[src/rtl/mod3_pkg.sv]
// Shared types and the residue transition function for the serial mod-3 scheduler.
package mod3_pkg;

  typedef enum logic [1:0] {IDLE, SHIFT, DONE} state_t;
  typedef logic [1:0] residue_t;

  localparam residue_t RES0 = 2'd0;
  localparam residue_t RES1 = 2'd1;
  localparam residue_t RES2 = 2'd2;

  // Residue after appending bit b: (2*r + b) mod 3; the unused code 2'b11 recovers to 0.
  function automatic residue_t next_residue(residue_t r, logic b);
    case (r)
      RES0:    next_residue = b ? RES1 : RES0;
      RES1:    next_residue = b ? RES0 : RES2;
      RES2:    next_residue = b ? RES2 : RES1;
      default: next_residue = RES0;
    endcase
  endfunction

endpackage

[src/rtl/mod3_step.sv]
// Registered mod-3 residue engine consuming one bit per enabled clock.
module mod3_step
  import mod3_pkg::*;
(
  input  logic     clk,
  input  logic     reset,
  input  logic     clr,
  input  logic     en,
  input  logic     bit_in,
  output residue_t residue
);

  always_ff @(posedge clk) begin
    if (reset || clr) begin
      residue <= RES0;
    end else if (en) begin
      residue <= next_residue(residue, bit_in);
    end
  end

endmodule

[src/rtl/mod3_serial_sched.sv]
// Two-requester round-robin front end feeding words MSB-first into a shared mod-3 engine.
module mod3_serial_sched
  import mod3_pkg::*;
#(
  parameter  int WIDTH = 8,
  localparam int CNT_W = $clog2(WIDTH + 1)
) (
  input  logic             clk,
  input  logic             reset,
  input  logic             req0_valid,
  input  logic [WIDTH-1:0] req0_data,
  output logic             req0_ready,
  input  logic             req1_valid,
  input  logic [WIDTH-1:0] req1_data,
  output logic             req1_ready,
  output logic             res_valid,
  input  logic             res_ready,
  output logic             res_div3,
  output logic [1:0]       res_rem,
  output logic             res_id,
  output logic             busy
);

  state_t           state, state_next;
  logic [WIDTH-1:0] shreg;
  logic [CNT_W-1:0] count;
  logic             id;
  logic             last_grant;
  logic             grant0, grant1, accept;
  residue_t         residue;
  residue_t         held_rem;
  logic             held_div3;
  logic             held_id;

  // On contention the requester that was not served last wins.
  assign grant0 = req0_valid && (!req1_valid || last_grant);
  assign grant1 = req1_valid && (!req0_valid || !last_grant);
  assign accept = (state == IDLE) && (req0_valid || req1_valid);

  mod3_step u_step (
    .clk    (clk),
    .reset  (reset),
    .clr    (accept),
    .en     (state == SHIFT),
    .bit_in (shreg[WIDTH-1]),
    .residue(residue)
  );

  always_ff @(posedge clk) begin
    if (reset) begin
      state <= IDLE;
    end else begin
      state <= state_next;
    end
  end

  always_comb begin
    state_next = state;
    case (state)
      IDLE:    if (accept) state_next = SHIFT;
      SHIFT:   if (count == CNT_W'(1)) state_next = DONE;
      DONE:    if (res_ready) state_next = IDLE;
      default: state_next = IDLE;
    endcase
  end

  always_comb begin
    req0_ready = (state == IDLE) && grant0;
    req1_ready = (state == IDLE) && grant1;
    res_valid  = (state == DONE);
    busy       = (state != IDLE);
    res_rem    = (state == DONE) ? residue : held_rem;
    res_div3   = (state == DONE) ? (residue == RES0) : held_div3;
    res_id     = (state == DONE) ? id : held_id;
  end

  // The held copies keep the result visible after the FSM leaves DONE.
  always_ff @(posedge clk) begin
    if (reset) begin
      shreg      <= '0;
      count      <= '0;
      id         <= 1'b0;
      last_grant <= 1'b1;
      held_rem   <= RES0;
      held_div3  <= 1'b0;
      held_id    <= 1'b0;
    end else begin
      case (state)
        IDLE: begin
          if (accept) begin
            shreg <= grant1 ? req1_data : req0_data;
            count <= CNT_W'(WIDTH);
            id    <= grant1;
          end
        end
        SHIFT: begin
          shreg <= shreg << 1;
          count <= count - 1'b1;
        end
        DONE: begin
          held_rem  <= residue;
          held_div3 <= (residue == RES0);
          held_id   <= id;
          if (res_ready) last_grant <= id;
        end
        default: ;
      endcase
    end
  end

endmodule

[config.mk]
export PLATFORM = sky130hd
export DESIGN_NAME = mod3_serial_sched
export DESIGN_NICKNAME = d
export VERILOG_FILES = /design/src/rtl/mod3_pkg.sv /design/src/rtl/mod3_step.sv /design/src/rtl/mod3_serial_sched.sv
export SDC_FILE = /design/constraint.sdc
export NUM_CORES = 1
export LEC_CHECK = 0
export CAP_MARGIN = 15
export CELL_PAD_IN_SITES_DETAIL_PLACEMENT = 0
export CELL_PAD_IN_SITES_GLOBAL_PLACEMENT = 1
export CORE_MARGIN = 3
export CORE_UTILIZATION = 33
export DETAILED_ROUTE_END_ITERATION = 8
export PLACE_DENSITY = 0.72
export SETUP_SLACK_MARGIN = 0.02
export SYNTH_ARGS = -nofsm -noshare
export SYNTH_HDL_FRONTEND = slang
export SYNTH_SLANG_ARGS = --single-unit
[constraint.sdc]
create_clock -name clk -period 1.15 [get_ports clk]
set_input_delay 0.23 -clock clk [delete_from_list [all_inputs] [get_ports clk]]
set_output_delay 0.23 -clock clk [all_outputs]
set_load 0.1 [all_outputs]
==> results of run 1 <==
[power by group through the flow]
stage               clock, mW  sequential, mW  combinational [mW]
floorplan                   0           0.869               0.348
global placement            0           0.869               0.610
detailed placement          0           0.873               0.624
CTS                     0.750           0.857               0.791
global route            0.784           0.869               0.870
finish                  0.750           0.861               0.821
[registers in the layout, summed over array words and instances, names as in the netlist]
signal and cells:
count 4, u_step.residue 2, held_div3 1, last_grant 1, state 2, id 1
held_id 1, shreg 8, held_rem 2
[per-stage QoR]
step / setup slack, ps / std cells / setup TNS [ps] / power [mW]
2_1_floorplan: -481 / 132 / -3620 / 1.22
3_3_place_gp: -587 / 225 / -10640 / 1.48
3_5_place_dp: -622 / 225 / -11420 / 1.50
4_1_cts: -530 / 243 / -10590 / 2.40
5_1_grt: -565 / 241 / -11630 / 2.52
6_report: -528 / 241 / -9850 / 2.43
[worst min-delay path by stage]
stage                    from    endpoint  cells past startpoint
global placement     shreg[0]    shreg[0]                      2
floorplan           res_ready  last_grant                      1
CTS                  shreg[0]    shreg[0]                      2
global route         shreg[0]    shreg[0]                      2
detailed placement   shreg[0]    shreg[0]                      2
finish               shreg[0]    shreg[0]                      2
[timing repair]
item,CTS,global route
buffers inserted,14,3
pin swaps,21,7
endpoints found under the setup margin,30,29
resized for setup,47,17
hold endpoints to repair,0,0
cloned,0,0
[per-layer routing]
layer,up-vias,track usage,part of all wire
li1,597,-,-
met1,601,0.215,0.43
met2,23,0.297,0.53
met3,5,0.0253,0.033
met4,0,0.0457,0.0093
met5,-,0,0
[cells by family (layout without fill, tap and decap cells)]
logic type	count (synthesis)	count (layout)	share of synthesized area
DFF	22	22	0.363
adders and majority gates	2	2	0.0206
AOI/OAI and AO/OA	33	33	0.208
muxes	12	12	0.111
buffers and inverters	18	81	0.0670
and+or+nand+nor	45	45	0.230
[cell type report]
type | instances | area (um2)
flip-flops and latches | 22 | 447
well taps | 46 | 57.6
fillers | 271 | 1140
multi-input cells | 92 | 920
inverters | 9 | 48.8
clock buffers | 3 | 41.3
repair buffers | 68 | 754
clock inverters | 1 | 30.0
[worst max-delay path, delay by kind of cell, from the launching register on]
| kind | cells | cell delay, ps |
|---|---|---|
| DFF | 1 | 340 |
| AOI/OAI and AO/OA | 1 | 140 |
| buffers and inverters | 2 | 310 |
| and+or+nand+nor | 1 | 380 |
[layout by cell type, fill, tap and decap left out, drive strengths merged, types with 4 or more instances in the layout]
cell	Yosys	final
buf	6	48
o22ai	7	7
inv	8	8
nand2b	4	4
a21oi	7	7
and3b	7	7
and2	12	12
mux2i	9	9
a211oi	9	9
dfxtp	22	22
nor2	7	7
clkdlybuf4s50	0	18
==> summary.md, run 1 <==
| Metric | Value |
|---|---|
| Outcome | complete, but fails checks |
| Failing checks | setup timing |
| DRT Wirelength | 3.57 mm |
| Final net count | 219 |
| Top cell type's share of synthesized area | 0.363 |
| Synth Net Count | 155 |
| Post-synth ARST share | 0 |
| Remaining Overflow, GRT | 0 |
| Clk pwr share | 0.308 |
| IO buf count | 28 |
| Worst-path clk slew | 80 ps |
| Sequential share of the synthesized area | 0.363 |
| CTS Buf Count | 3 |
| Setup Skew | 8.16 ps |
| Design area | 0.00230 mm2 |
| Vias in the first global route | 1255 |
| Ys Warns | 0 |
| Worst path max stage delay | 380 ps |
| TritonCTS clock tree | yes |
| Die footprint | 0.00444 mm2 |
| Minimum hold slack | 495 ps |
| Relative slew margins | 0.717 |
| Worst r2r src | state[0] |
| Per-cell routed wire length | 14.8 um |
| Drt first-iter violations | 47 |
| Routed via count | 1226 |
| Hold crit path type | reg -> reg |
| Most frequent cell after synthesis | dfxtp_1 |
| FF+latch count, synth | 22 |
| Mapped Cells | 132 |
| DRT Pass-1 Iters | 4 |
| Worst setup EP type | primary output |
| Worst-case clock buffer depth | 2 |
| Critical Path Start | state[0] |
| Power Density | 1060 mW/mm2 |
| CP dominant cell by count | buf_12 |
| Number of synthesized flops with an enable pin | 0 |
| Reg power frac | 0.354 |
| Largest net degree at the start of global routing | 14 |
| Slew @ Worst Pin | 423 ps |
| Max-slew violations | 0 |
| Syn-to-layout area delta | 89.4% |
| Starting density of the core | 0.353 |
| Clock Root Buffer | clkbuf_8 |
| Via density | 5.09 |
| Reg2Reg Depth | 8 |
| Diode count | 0 |
| Startpoint types | flop |
| Post-route clock period utilization | 1.46 |
| Crit path time final | 1680 ps |
| Core area | 0.00344 mm2 |
| First-pass GRT wire length | 5.84 mm |
| GRT Overall Usage | 0.170 |
| CP arrival | 1450 ps |
| Row Count | 21 |
| Clk_lat worst skew | 270 ps |
| Synth Cell Area | 0.00121 mm2 |
| Pleak | 0.965 nW |
| Area leader, netlist | dfxtp_1 |
| FF-to-FF setup slack | -450 ps |
| CP Class | reg -> out |
| CTS HTree Levels | 1 |
| Max Freq | 0.596 GHz |
| Combinational Power Share | 0.338 |
| Max VDD drop | 0.495 mV |
| Residual DRC | 0 |
| CP required | 920 ps |
| Share of post-route cells with drive strength above 1 | 0.518 |
| Sw frac | 0.293 |
| P_int | 1.72 mW |
| CTS sink cnt | 22 |
| Worst R2R End | shreg[0] |
| RSZ-0062 raised after global routing | true |
| Final WS setup | -528 ps |
| Final core occ | 0.668 |
| Critical-path top delay cell | or3b_4 |
| Final setup viols | 28 |
| HPWL after DPL | 2.44 mm |
| Top area cells in the synthesized netlist | dfxtp_1 (36%), mux2i_1 (7.4%), and2_1 (5.7%) |
| Max_cap viols | 0 |
| Final Hold Fails | 0 |
| Critical Path End | req0_ready |
| Synth Area per Inst | 9.19 um2 |
| Die W | 66.6 um |
| ANT nets after route | 0 |
| P_sw | 0.712 mW |
| Hold_buf cts | 0 |
| Dpl cell area | 0.00187 mm2 |
| Die H | 66.6 um |
| I/O pin total | 29 |
| Yosys cell types | 38 |
| Initial antenna violation count | 0 |
| Placer Congestion | 0.736 |
| CP Cell Sequence | buf_12 > or3b_4 > a21oi_4 > buf_12 |
| Post-synth top cells | dfxtp_1 (22), and2_1 (11), a211oi_1 (9), mux2i_1 (9) |
| Crit Path Max Fanout | 3 |
| Top_reg_cell synth | dfxtp_1 |
No activity file was read; power rests on OpenSTA's default activity.
==> run 2: changes to the inputs <==
==> constraint.sdc (replaced) <==
create_clock -name clk -period 1.35 [get_ports clk]
set_input_delay 0.27 -clock clk [delete_from_list [all_inputs] [get_ports clk]]
set_output_delay 0.27 -clock clk [all_outputs]
set_load 0.1 [all_outputs]
==> summary.md, run 2 (same netlist as run 1, synthesis figures left out) <==
| Metric | Value |
|---|---|
| Most common cell after layout, fill and taps aside | dfxtp_1 |
| Finished Layout Cells | 226 (-6.2%) |
| CTS HTree Levels | 1 (unchanged) |
| Failing checks | setup timing |
| Remaining Overflow, GRT | 0 (unchanged) |
| Relative slew margins | 0.809 (+0.0923) |
| I/O pin total | 29 (unchanged) |
| Filler Cell Count | 323 (+19%) |
| CP Class | reg -> out |
| Final WS setup | -315 ps (+212 ps) |
| RSZ-0062 raised after global routing | true |
| Critical-path top delay cell | or3_4 |
| Biggest regs | shreg (8), count (4) |
| Die footprint | 0.00444 mm2 (unchanged) |
| Placer Congestion | 0.715 (-2.9%) |
| Syn-to-layout area delta | 62.0% |
| HPWL after DPL | 2.26 mm (-7.6%) |
| Slew @ Worst Pin | 285 ps (-138 ps) |
| Critical path buffers and inverters | 1 (-1) |
| Die H | 66.6 um (unchanged) |
| TritonCTS clock tree | yes |
| Dpl cells | 217 (-3.6%) |
| Hold crit path type | reg -> reg |
| Crit path time final | 1670 ps |
| Crit Path Max Fanout | 4 (+1) |
| Vias in the first global route | 1136 (-9.5%) |
| Worst setup EP type | primary output |
| Worst path max stage delay | 370 ps (about the same) |
| Diode count | 0 (unchanged) |
| Max VDD drop | 0.443 mV (-10%) |
| Largest net degree at the start of global routing | 23 (+9) |
| CP arrival | 1400 ps (-50 ps) |
| Initial antenna violation count | 0 (unchanged) |
| Starting density of the core | 0.353 (unchanged) |
| Power Density | 899 mW/mm2 (-15%) |
| Minimum hold slack | 505 ps (+10.4 ps) |
| Max Freq | 0.601 GHz |
| CP Cell Sequence | nand2b_4 > or3_4 > nand2_8 > buf_12 |
| CTS Buf Count | 3 (unchanged) |
| DRT Pass-1 Iters | 4 (unchanged) |
| Setup_tns | -3000 ps (+6850 ps) |
| Max_cap viols | 0 (unchanged) |
| ANT nets after route | 0 (unchanged) |
| Via density | 5.06 (-0.58%) |
| Most flops, register | shreg |
| Residual DRC | 0 (unchanged) |
| Final Hold Fails | 0 (unchanged) |
| First-pass GRT wire length | 5.10 mm (-13%) |
| Outcome | complete, but fails checks |
| Post-placement worst setup slack | -415 ps (+207 ps) |
| Worst-case clock buffer depth | 2 (unchanged) |
| Routed via count | 1143 (-6.8%) |
| Setup Skew | 5.98 ps (-2.18 ps) |
| Worst-path clk slew | 90 ps (about the same) |
| CTS sink cnt | 22 (unchanged) |
| Clock Root Buffer | clkbuf_8 |
| Clk_lat worst skew | 270 ps (about the same) |
| Max-slew violations | 0 (unchanged) |
| Top Family by Delay on Critical Path | simple AND/OR/NAND/NOR gates |
| Final net count | 204 (-6.8%) |
| Die W | 66.6 um (unchanged) |
| Most frequent cells in the layout | dfxtp_1 (20), clkdlybuf4s50_1 (18), buf_4 (17), and2_1 (10) |
| Final Power | 1.77 mW (-27%) |
| GRT Overall Usage | 0.152 (-0.0184) |
| Largest register FFs | 8 (unchanged) |
| CP required | 1080 ps (+160 ps) |
| Share of post-route cells with drive strength above 1 | 0.344 (-0.174) |
| Final setup viols | 18 (-36%) |
| Post-route clock period utilization | 1.23 |
| DRT Wirelength | 3.12 mm (-12%) |
| IO buf count | 28 (unchanged) |
| Row Count | 21 (unchanged) |
| Startpoint types | flop |
| Per-cell routed wire length | 13.8 um (-6.7%) |
| Core area | 0.00344 mm2 (unchanged) |
| Drt first-iter violations | 57 (+21%) |
| Pleak | 0.825 nW (-14%) |
==> run 2: layout make-up <==
cell class | instances | area [um2] | share of cell area
flip-flops and latches | 22 | 445 | 0.227
well taps | 46 | 57.6 | 0.0293
clock buffers | 4 | 55.1 | 0.0280
multi-input cells | 92 | 788 | 0.401
repair buffers | 53 | 576 | 0.293
inverters | 9 | 43.8 | 0.0223
==> run 2: routing by layer <==
| layer | wire length, um | up-vias | global-route usage |
|---|---|---|---|
| met5 | 0 | - | 0 |
| met2 | 1600 | 23 | 0.259 |
| met3 | 101 | 7 | 0.0253 |
| met1 | 1350 | 545 | 0.181 |
| li1 | - | 568 | - |
| met4 | 74 | 0 | 0.0761 |
==> run 2: path summary, 6_finish.rpt <==
kind	cells after the start	startpoint	slack, ps	end
worst max-delay path	4	state[0]	-320	res_div3
worst min-delay path	2	shreg[0]	510	shreg[0]
worst max register to register	7	state[0]	-120	shreg[0]
worst min register to register	2	shreg[0]	510	shreg[0]
==> run 2: stage by stage <==
stage / cell area [um2] / utilization
after floorplan: 1280 / -
after global placement: 1780 / 0.518
after detailed placement: 1780 / 0.518
after CTS: 1920 / 0.559
after global routing: 1970 / 0.571
final: 1970 / 0.571
==> run 2: timing repair <==
action | 4_1_cts | 5_1_grt
resized for setup | 17 | 6
gates cloned | 1 | 0
endpoints found under the setup margin | 21 | 21
buffers inserted | 3 | 1
pin swaps | 4 | 2
hold buffers | 0 | 0
==> run 2: report_power, final <==
part | total [mW] | internal (mW) | switching [mW]
clock | 0.496 | 0.261 | 0.236
sequential | 0.729 | 0.694 | 0.0353
combinational | 0.541 | 0.275 | 0.266
total | 1.77 | 1.23 | 0.537
==> run 2: tightest hold or removal path, delay by kind of cell, from the launching register on <==
family | cells | cell delay, ps
flops | 1 | 310
compound gates | 1 | 80
buf+inv | 1 | 60
